[src/rtl/fetch_ctrl.sv]
// -----------------------------------------------------------------------------
// fetch_ctrl
//
// Sequences instruction fetch between the imem port and the prefetch buffer.
// Keeps at most one 32-bit word request outstanding. Completed words go
// straight through to the buffer write side with no added latency.
//
// Branch, jump and trap redirects do three things:
//   - clear the buffer
//   - select the halfword alignment of the first instruction
//   - discard any response that belongs to the pre-redirect stream
//
// Parameters
//   reset_pc        first fetch address after reset (word aligned)
//
// Ports
//   clock           single clock; all state updates on posedge
//   reset           asynchronous, active-low reset
//   redirect_valid  redirect request this cycle
//   redirect_addr   redirect target; bit 0 ignored, bit 1 selects upper halfword
//   buf_stall       registered stall from the prefetch buffer
//   mem_ready       imem response valid for the outstanding request
//   mem_rdata       imem read data, valid with mem_ready
//   mem_error       imem access fault, valid with mem_ready
//   mem_valid       request outstanding (registered)
//   mem_addr        word address of the request, [1:0] always 0 (registered)
//   buf_ready       write the current response into the buffer this cycle
//   buf_pc          address of the delivered word
//   buf_rdata       delivered word
//   buf_error       delivered fault flag
//   buf_clear       flush the buffer
//   buf_align       buffer starts reading at the upper halfword
// -----------------------------------------------------------------------------
module fetch_ctrl #(
   parameter logic [31:0] reset_pc = 32'h0000_0000
) (
   input  logic        clock,
   input  logic        reset,
   input  logic        redirect_valid,
   input  logic [31:0] redirect_addr,
   input  logic        buf_stall,
   input  logic        mem_ready,
   input  logic [31:0] mem_rdata,
   input  logic        mem_error,
   output logic        mem_valid,
   output logic [31:0] mem_addr,
   output logic        buf_ready,
   output logic [31:0] buf_pc,
   output logic [31:0] buf_rdata,
   output logic        buf_error,
   output logic        buf_clear,
   output logic        buf_align
);

   // StIdle:  no request outstanding
   // StReq:   request outstanding, its response is wanted
   // StDrain: request outstanding, its response is stale and will be dropped
   typedef enum logic [1:0] {
      StIdle  = 2'd0,
      StReq   = 2'd1,
      StDrain = 2'd2
   } state_e;

   state_e      state_q, state_d;
   logic [31:0] fetch_pc_q, fetch_pc_d;
   logic [31:0] mem_addr_q, mem_addr_d;

   logic [31:0] tgt;
   logic [31:0] tgt_inc;
   logic [31:0] fetch_pc_inc;
   logic        unused_addr_bit0;

   // Bit 0 of the target never matters: instructions are at least halfword sized.
   assign unused_addr_bit0 = redirect_addr[0];

   assign tgt          = {redirect_addr[31:2], 2'b00};
   assign tgt_inc      = tgt + 32'd4;
   assign fetch_pc_inc = fetch_pc_q + 32'd4;

   // ---------------------------------------------------------------------------
   // State register
   // ---------------------------------------------------------------------------
   always_ff @(posedge clock or negedge reset) begin
      if (!reset) begin
         state_q    <= StIdle;
         fetch_pc_q <= reset_pc;
         mem_addr_q <= 32'h0000_0000;
      end else begin
         state_q    <= state_d;
         fetch_pc_q <= fetch_pc_d;
         mem_addr_q <= mem_addr_d;
      end
   end

   // ---------------------------------------------------------------------------
   // Next-state logic. A redirect takes priority over every other event.
   // ---------------------------------------------------------------------------
   always_comb begin
      state_d    = state_q;
      fetch_pc_d = fetch_pc_q;
      mem_addr_d = mem_addr_q;

      unique case (state_q)
         StIdle: begin
            if (redirect_valid) begin
               mem_addr_d = tgt;
               fetch_pc_d = tgt_inc;
               state_d    = StReq;
            end else if (!buf_stall) begin
               mem_addr_d = fetch_pc_q;
               fetch_pc_d = fetch_pc_inc;
               state_d    = StReq;
            end
         end

         StReq: begin
            if (redirect_valid) begin
               if (mem_ready) begin
                  // The bus is free again, so the target is issued right away.
                  mem_addr_d = tgt;
                  fetch_pc_d = tgt_inc;
               end else begin
                  // mem_addr must stay stable until the old request completes.
                  fetch_pc_d = tgt;
                  state_d    = StDrain;
               end
            end else if (mem_ready) begin
               if (buf_stall) begin
                  // The buffer refused the word, so rewind and fetch it again.
                  fetch_pc_d = mem_addr_q;
                  state_d    = StIdle;
               end else begin
                  mem_addr_d = fetch_pc_q;
                  fetch_pc_d = fetch_pc_inc;
               end
            end
         end

         StDrain: begin
            // The latest redirect target is kept, even if the stale response
            // lands in the same cycle.
            if (redirect_valid) begin
               fetch_pc_d = tgt;
            end
            if (mem_ready) begin
               state_d = StIdle;
            end
         end

         default: begin
            state_d = StIdle;
         end
      endcase
   end

   // ---------------------------------------------------------------------------
   // Outputs
   // ---------------------------------------------------------------------------
   assign mem_valid = (state_q != StIdle);
   assign mem_addr  = mem_addr_q;

   // Combinational outputs are gated with reset so that they read 0 while
   // reset is held.
   assign buf_ready = reset & (state_q == StReq) & mem_ready & ~redirect_valid & ~buf_stall;
   assign buf_pc    = reset ? mem_addr_q : 32'h0000_0000;
   assign buf_rdata = reset ? mem_rdata  : 32'h0000_0000;
   assign buf_error = reset & mem_error;
   assign buf_clear = reset & redirect_valid;
   assign buf_align = reset & redirect_valid & redirect_addr[1];

endmodule
[config.mk]
export PLATFORM = sky130hd
export DESIGN_NAME = fetch_ctrl
export DESIGN_NICKNAME = d
export VERILOG_FILES = /design/src/rtl/fetch_ctrl.sv
export SDC_FILE = /design/constraint.sdc
export NUM_CORES = 1
export LEC_CHECK = 0
export ABC_AREA = 1
export CAP_MARGIN = 20
export CORE_AREA = 8 8 135 150
export CTS_CLUSTER_DIAMETER = 120
export DETAILED_ROUTE_END_ITERATION = 12
export DIE_AREA = 0 0 143 158
export GPL_ROUTABILITY_DRIVEN = 0
export HOLD_SLACK_MARGIN = 0.06
export MAX_ROUTING_LAYER = met4
export PLACE_DENSITY = 0.72
export SLEW_MARGIN = 20
export SYNTH_ARGS = -nofsm -noshare
export SYNTH_HDL_FRONTEND = slang
export SYNTH_SLANG_ARGS = --single-unit
[constraint.sdc]
create_clock -name clock -period 3.65 [get_ports clock]
set_input_delay 0.5475 -clock clock [delete_from_list [all_inputs] [get_ports clock]]
set_output_delay 0.5475 -clock clock [all_outputs]
set_load 0.03 [all_outputs]
# Word-level counts from Yosys, hierarchy flattened
# Index checks and enable logic that the tools add are counted.
# word_totals
ff_bits,66
romBits,0
mem_count,0
latchBits,0
out_inout_bits,101
mem_bits_rw,0
inputBits,70
word_cells,54
# op_classes
n_eq_ne,9
bitwise_logic,9
n_addsub,2
n_lt_le_gt_ge,0
n_reduce_logical,7
mul,0
n_mux,24
div,0
n_shift,0
# ops
cell,n
2-to-1 mux 32 bit,14
case mux 32 bit (3 select lines),1
"adder 32 x 3 -> 32 bit, second input constant",2
case mux 32 bit (2 select lines),1
2-to-1 mux 2 bit,7
"inequality test 3 bit, second input constant",4
bitwise AND 1 bit,7
"inequality test 2 bit, second input constant",3
case mux 2 bit (3 select lines),1
AND reduction 5 bit,1
AND reduction 4 bit,1
nonzero test 2 bit,2
nonzero test 3 bit,1
"== test 2 x 1 -> 1 bit, second input constant",1
"== test 2 bit, second input constant",1
logical NOT 2 bit,1
inverter 1 bit,2
AND reduction 2 bit,1

# Longest topological paths before layout
# Gate-level depths: netlist (run 1).
# logic_depth
word_depth,5
depth_mapped,14

# Least setup slack after synthesis (run 1)
# No wires, ideal clock.
# synth_timing
path_kind,input-to-output
startpoint,in redirect_valid
endpoint,out buf_align
n_path_buf,2
path_stages,4
t_required_ps,3102
setup_slack_ps,1667
t_arrival_ps,1435
path_cell_list,buf_2 > clkbuf_1 > nand2_1 > nor2_1
# synth_via
elab_chain_len,2
# synth_lines
item,line_no,source
"start, declared",39,"input logic redirect_valid,"
bitwise AND 1 bit (2 in series),169,assign buf_align = reset & redirect_valid & redirect_addr[1];
"end, declared",52,output logic buf_align
# No other way between the ends.

# Final worst setup path (run 1)
# layout_timing
startpoint,reg state_q[1]
endpoint,reg mem_addr_q[1] (netlist: mem_addr[1])
# layout_via
elab_chain_len,3
word_cells_on_any_way,6
# layout_lines
item,line_no,source
"start, declared",64,"state_e state_q, state_d;"
"start signal, assigned",85,state_q <= StIdle;
"start signal, assigned",89,state_q <= state_d;
== test 2 x 1 -> 1 bit / logical NOT 2 bit (equally long branches),103,unique case (state_q)
inequality test 2 bit (no line) / nonzero test 2 bit (equally long branches),--,
AND reduction 2 bit (no line),--,
"end signal, assigned",91,mem_addr_q <= mem_addr_d;
"end, declared",66,"logic [31:0] mem_addr_q, mem_addr_d;"
# Several ways; a longest one is shown, not always the timed one.
# A chain may end at the register's enable or synchronous reset.

==> results of run 1 <==
registers in the layout, summed over array words and instances, names as in the netlist:
| signal | cells |
|---|---|
| state_q | 2 |
| fetch_pc_q | 32 |
| mem_addr | 32 |
stage by stage:
step                std cells  hold slack (ns)  utilization (%)
floorplan                1254            0.252                -
global route             1641            0.195             51.3
finish                   1641            0.169             51.3
detailed placement       1625            0.473             49.4
global placement         1625            0.472             49.4
CTS                      1641            0.176             51.3
synth_stat cells (8+ instances only):
master	instances	area, sq um
nand3_1	93	465
clkbuf_1	37	139
xor2_1	17	149
nor2_1	103	387
nor2_4	8	90.1
nor2_2	11	68.8
dfrtp_1	66	1650
nand2_2	8	50.1
o21ai_0	128	641
buf_2	10	50.1
a21oi_1	85	425
nand2_1	459	1720
inv_1	163	612
cells in the final DEF, fill, tap and decap left out, types with 3 or more instances in the layout:
| master | count |
|---|---|
| buf_4 | 19 |
| inv_1 | 163 |
| nor2_1 | 103 |
| a21oi_1 | 85 |
| inv_2 | 4 |
| nor2_4 | 8 |
| nand4_1 | 4 |
| or2_2 | 3 |
| bufinv_16 | 3 |
| o21ai_1 | 3 |
| o21ai_0 | 128 |
| nand3_1 | 93 |
| dfrtp_1 | 66 |
| nor2_2 | 11 |
| clkdlybuf4s50_1 | 166 |
| nand2_1 | 458 |
| clkbuf_16 | 9 |
| nand2_2 | 9 |
| nand3b_1 | 5 |
| xnor2_1 | 6 |
| ha_1 | 6 |
| xor2_1 | 17 |
| o211ai_1 | 5 |
area by class of cell:
cell class	count	area [sq um]
Sequential cell	66	1650
Fill cell	1841	8700
Timing Repair Buffer	188	1850
Clock buffer	10	239
Tap cell	243	304
Multi-Input combinational cell	961	4400
Inverter	167	627
Clock inverter	6	114
kinds of logic after synthesis:
| family | count (synthesis) |
|---|---|
| simple gates | 701 |
| fa+ha+maj | 6 |
| xor+xnor | 23 |
| flops | 66 |
| buf+inv | 227 |
| compound gates | 231 |
routing by layer:
| layer | GRT usage, % | share of wire, % | vias up |
|---|---|---|---|
| met2 | 38.6 | 47 | 409 |
| met5 | - | 0 | - |
| met3 | 4.01 | 8.7 | 67 |
| li1 | - | - | 4217 |
| met1 | 27.9 | 42 | 3866 |
| met4 | 9.68 | 3.2 | 0 |
critical path, delay by kind of cell, from the launching register on:
family	cells	cell delay, ns
simple gates	1	0.47
fa+ha+maj	1	0.56
buf+inv	3	0.73
compound gates	2	0.62
flops	1	0.41
power breakdown:
group / total, mW / internal, mW / switching (mW) / leakage, nW
Combinational: 3.98 / 1.43 / 2.55 / 3.55
Clock: 1.04 / 0.686 / 0.356 / 0.165
Sequential: 1.61 / 1.11 / 0.499 / 0.805
worst paths after layout:
kind / depth (start not counted) / endpoint / start
max: 7 / mem_addr[1] / state_q[1]
min: 1 / fetch_pc_q[12] / reset
max reg2reg: 7 / mem_addr[1] / state_q[1]
min reg2reg: 2 / fetch_pc_q[0] / fetch_pc_q[0]
max in group asynchronous: 3 / fetch_pc_q[21] / reset
min in group clock: 2 / fetch_pc_q[0] / fetch_pc_q[0]
==> out/results.tsv, run 1 <==
stage	metric	value	unit
outcome	status	finished, final reports clean	
synth	Synthesized Nets	1330	
drt	Vias/cell	5.22	
synth	Yosys warnings	0	
power	Tot Pwr	6.63	mW
critical_path	CP Launch Type	flop	
drt	iteration-0 DRC count of the detailed router	848	
timing	Final Setup Violations	0	
global_route	first-pass GRT wire length	41.3	mm
clocking	clock tree buffer depth	2	
global_route	GRT Resource Usage Total	23.4	%
placed_design	dpl hpwl	18.8	mm
drt	DRC errors left	0	
critical_path	CP peak stage delay	0.56	ns
die	I/O pin count	171	
synth	mux cell area share after synthesis	0	%
timing	final worst setup slack	0.736	ns
drt	drt first pass iters	6	
clocking	cts hold-fix bufs	0	
clocking	Root Driver	clkbuf_16	
synth	Yosys reg bits	66	
clocking	CTS buffer count	9	
clocking	post_cts resized	0	
critical_path	arrival time at the worst endpoint	3.15	ns
timing	crit path time final	2.91	ns
clocking	clk sinks	66	
synth	area share of and/or/nand/nor cells after synthesis	42.1	%
synth	Netlist Area Pre-Place	0.00694	sq mm
critical_path	CP most frequent cell	inv_1	
synth	Synth cell types	36	
timing	part of the cycle the worst path needs	79.8	%
die	die height	158	um
timing	fin. max-slew vios	0	
die	starting density of the core	38.8	%
power	PD cells	722	mW/mm^2
synth	Post-Synth XOR/XNOR Area	2.90	%
synth	Synth async-reset ratio	100	%
job	Max-Cap Viols	0	
global_route	vias in the first global route	8177	
drt	routed len/inst	15.6	um
placed_design	Post-Place Cell Area	0.00883	sq mm
die	total core area	0.0179	sq mm
clocking	Worst-path clk slew	0.05	ns
synth	Avg Inst Size Synth	5.53	sq um
global_route	initial antenna violation count	0	
critical_path	CP cell instances	inv_1, ha_1, inv_1, a21oi_1, nand2_2, buf_4, a32o_1	
critical_path	worst setup path category	reg2reg	
die	die area	0.0226	sq mm
critical_path	crit end category	flop	
drt	WL final	25.5	mm
synth	Synth Area in Compound Gates	17.2	%
timing	slew margin rel.	34.3	%
timing	final hold vios	0	
global_route	pin count of the biggest net entering global routing	105	
clocking	postcts setup bufs	0	
placed_design	pre-CTS WS	0.816	ns
finish	layout cells sized above 1	5.44	%
synth	Post-Syn Instances	1254	
critical_path	Worst Path Max Fanout	36	
global_route	GRT Residual Overflow	0	
timing	Max Fclk	0.343	GHz
critical_path	flop2flop setup slack	0.74	ns
finish	antenna diode count	0	
finish	Final #Nets	1469	
finish	area grow syn2layout	32.4	%
drt	DR vias	8559	
die	row cnt	52	
finish	Final Cell Area	0.00919	sq mm
critical_path	Required @ worst endpoint	3.89	ns
timing	Worst-Margin Slew	0.985	ns
die	die width	143	um
timing	Final Skew	0.00912	ns
synth	top_reg_cell synth	dfrtp_1	
clocking	H-Tree Depth	3	
drt	Post-DRT Antenna Nets	0	
power	leakage power	4.52	nW
timing	RSZ-0062 raised after global routing	no	
synth	largest family of logic cells by synthesized area	simple AND/OR/NAND/NOR gates	
synth	area share of fa/ha/maj cells after synthesis	1.08	%
min_path	HP Class	in2async	
clocking	later-pin clock latency in the skew report	0.36	ns
synth	EDFF count, synth	0	
placed_design	Port-buffer cells	169	
synth	sequential share of the synthesized area	23.8	%
clocking	CTS tree	done	
critical_path	Worst path slowest cell	ha_1	
timing	setup_tns	0	ns
power	Peak supply drop	489	uV
Note: power is estimated with default switching activity, not from simulation.
==> run 2, diff against run 1 <==
clock period = 3.05 ns   (was 3.65 ns; I/O delays follow)
==> out/results.tsv, run 2 (synthesis results as in run 1) <==
stage	metric	value	unit
outcome	status	finished, final reports clean	
timing	Final Setup Violations	0	
finish	multi-input logic area	0.00440	sq mm
drt	WL final	25.0	mm
critical_path	CP peak stage delay	0.68	ns
finish	Reg area	0.00165	sq mm
job	Max-Cap Viols	0	
drt	Vias/cell	5.08	
critical_path	flop2flop setup slack	0.56	ns
timing	setup_tns	0	ns
die	I/O pin count	171	
global_route	initial antenna violation count	0	
drt	routed len/inst	15.2	um
die	total core area	0.0179	sq mm
finish	Final #Nets	1472	
power	leakage power	4.53	nW
min_path	worst hold stages	2	
critical_path	Worst path slowest cell	clkdlybuf4s50_1	
critical_path	arrival time at the worst endpoint	2.42	ns
finish	antenna diode count	0	
critical_path	crit path from	reset	
clocking	H-Tree Depth	3	
die	starting density of the core	38.8	%
critical_path	Worst Path Max Fanout	43	
critical_path	Critical R2R Launch	state_q[1]	
global_route	GRT Resource Usage Total	23.1	%
die	row cnt	52	
finish	Final Cell Area	0.00919	sq mm
clocking	CTS buffer count	9	
timing	crit path time final	2.88	ns
clocking	later-pin clock latency in the skew report	0.35	ns
timing	part of the cycle the worst path needs	94.5	%
timing	Final Skew	0.00836	ns
timing	RSZ-0062 raised after global routing	no	
placed_design	Post-Place Cell Area	0.00886	sq mm
clocking	cts hold-fix bufs	1	
clocking	clock tree buffer depth	2	
clocking	clk sinks	66	
timing	Max Fclk	0.347	GHz
timing	WHS	0.488	ns
critical_path	CP cell instances	dlygate4sd3_1, buf_4, buf_12, nand2_1, inv_1, clkdlybuf4s50_1	
global_route	first-pass GRT wire length	40.4	mm
finish	commonest non-fill, non-tap cell in the layout	nand2_1	
critical_path	CP Launch Type	primary input	
clocking	post_cts resized	0	
timing	slew margin rel.	35.9	%
power	PD cells	857	mW/mm^2
placed_design	dpl hpwl	18.9	mm
global_route	GRT Residual Overflow	0	
die	die width	143	um
drt	Post-DRT Antenna Nets	0	
finish	commonest cells after routing, fill and taps aside	nand2_1 (458), clkdlybuf4s50_1 (166), inv_1 (163), o21ai_0 (128), nor2_1 (103)	
clocking	postcts setup bufs	0	
critical_path	crit end category	output pin	
drt	DR vias	8351	
timing	Worst-Margin Slew	0.961	ns
finish	fillers	1865	
clocking	CTS tree	done	
min_path	hold_sp	fetch_pc_q[1]	
global_route	pin count of the biggest net entering global routing	105	
die	die height	158	um
min_path	Hold EP	fetch_pc_q[1]	
critical_path	Worst Reg-to-Reg Cells	10	
finish	layout cells sized above 1	5.57	%
power	Peak supply drop	505	uV
finish	area grow syn2layout	32.5	%
clocking	Root Driver	clkbuf_16	
timing	fin. max-slew vios	0	
die	die area	0.0226	sq mm
timing	final hold vios	0	
drt	iteration-0 DRC count of the detailed router	957	
critical_path	worst setup path category	in2out	
placed_design	Port-buffer cells	169	
critical_path	Critical R2R Capture	mem_addr[8]	
min_path	HP Class	reg2reg	
drt	DRC errors left	0	
global_route	vias in the first global route	7816	
drt	drt first pass iters	5	
critical_path	Required @ worst endpoint	2.59	ns
clocking	Worst-path clk slew	0.06	ns
-- run 2: cell types whose count changed in the layout (fill, tap and decap cells not counted) --
cell	before	now
buf_12	2	3
buf_4	19	20
bufinv_16	3	2
clkinv_2	0	4
clkinv_4	1	0
clkinvlp_4	2	0
dlygate4sd3_1	0	1
-- run 2: how the worst max path moves through the flow --
stage                           to  slack (ns)  cells after the start
finish               buf_rdata[17]        0.17                      6
global route         buf_rdata[26]        0.06                      6
CTS                  buf_rdata[17]        0.12                      6
detailed placement  fetch_pc_q[22]        0.46                     11
global placement    fetch_pc_q[22]        0.51                     11
floorplan                buf_ready        1.22                      6
-- run 2: area by class of cell --
type                            instances  area share, %
Clock buffer                           10           2.60
Clock inverter                          6          0.871
Timing Repair Buffer                  191           20.5
Sequential cell                        66           18.0
Inverter                              167           6.82
Tap cell                              243           3.31
Multi-Input combinational cell        961           47.9
-- run 2: metal layers --
metal	share of wire, %	up-vias	global-route usage (%)	wire [um]
li1	-	4220	-	-
met1	42	3699	28.3	10600
met2	47	390	37.9	11700
met3	8.8	42	3.77	2190
met4	2.1	0	7.70	533
met5	0	-	-	0
-- run 2: through the flow --
step	instances	utilization, %	setup slack, ns	power [mW]
finish	1644	51.4	0.168	7.88
global route	1644	51.4	0.0557	8.52
CTS	1644	51.4	0.124	7.88
detailed placement	1627	49.5	0.465	6.71
global placement	1627	49.5	0.507	6.63
floorplan	1254	-	1.22	4.98
-- run 2: worst max-delay path, delay by kind of cell --
kind / cells / cell delay [ns]
buf+inv: 5 / 1.84
simple gates: 1 / 0.08
-- run 2: where the power goes --
part           internal, mW  total (mW)  switching, mW
clock                 0.732        1.14          0.409
sequential             1.33        1.92          0.591
combinational          1.76        4.82           3.06
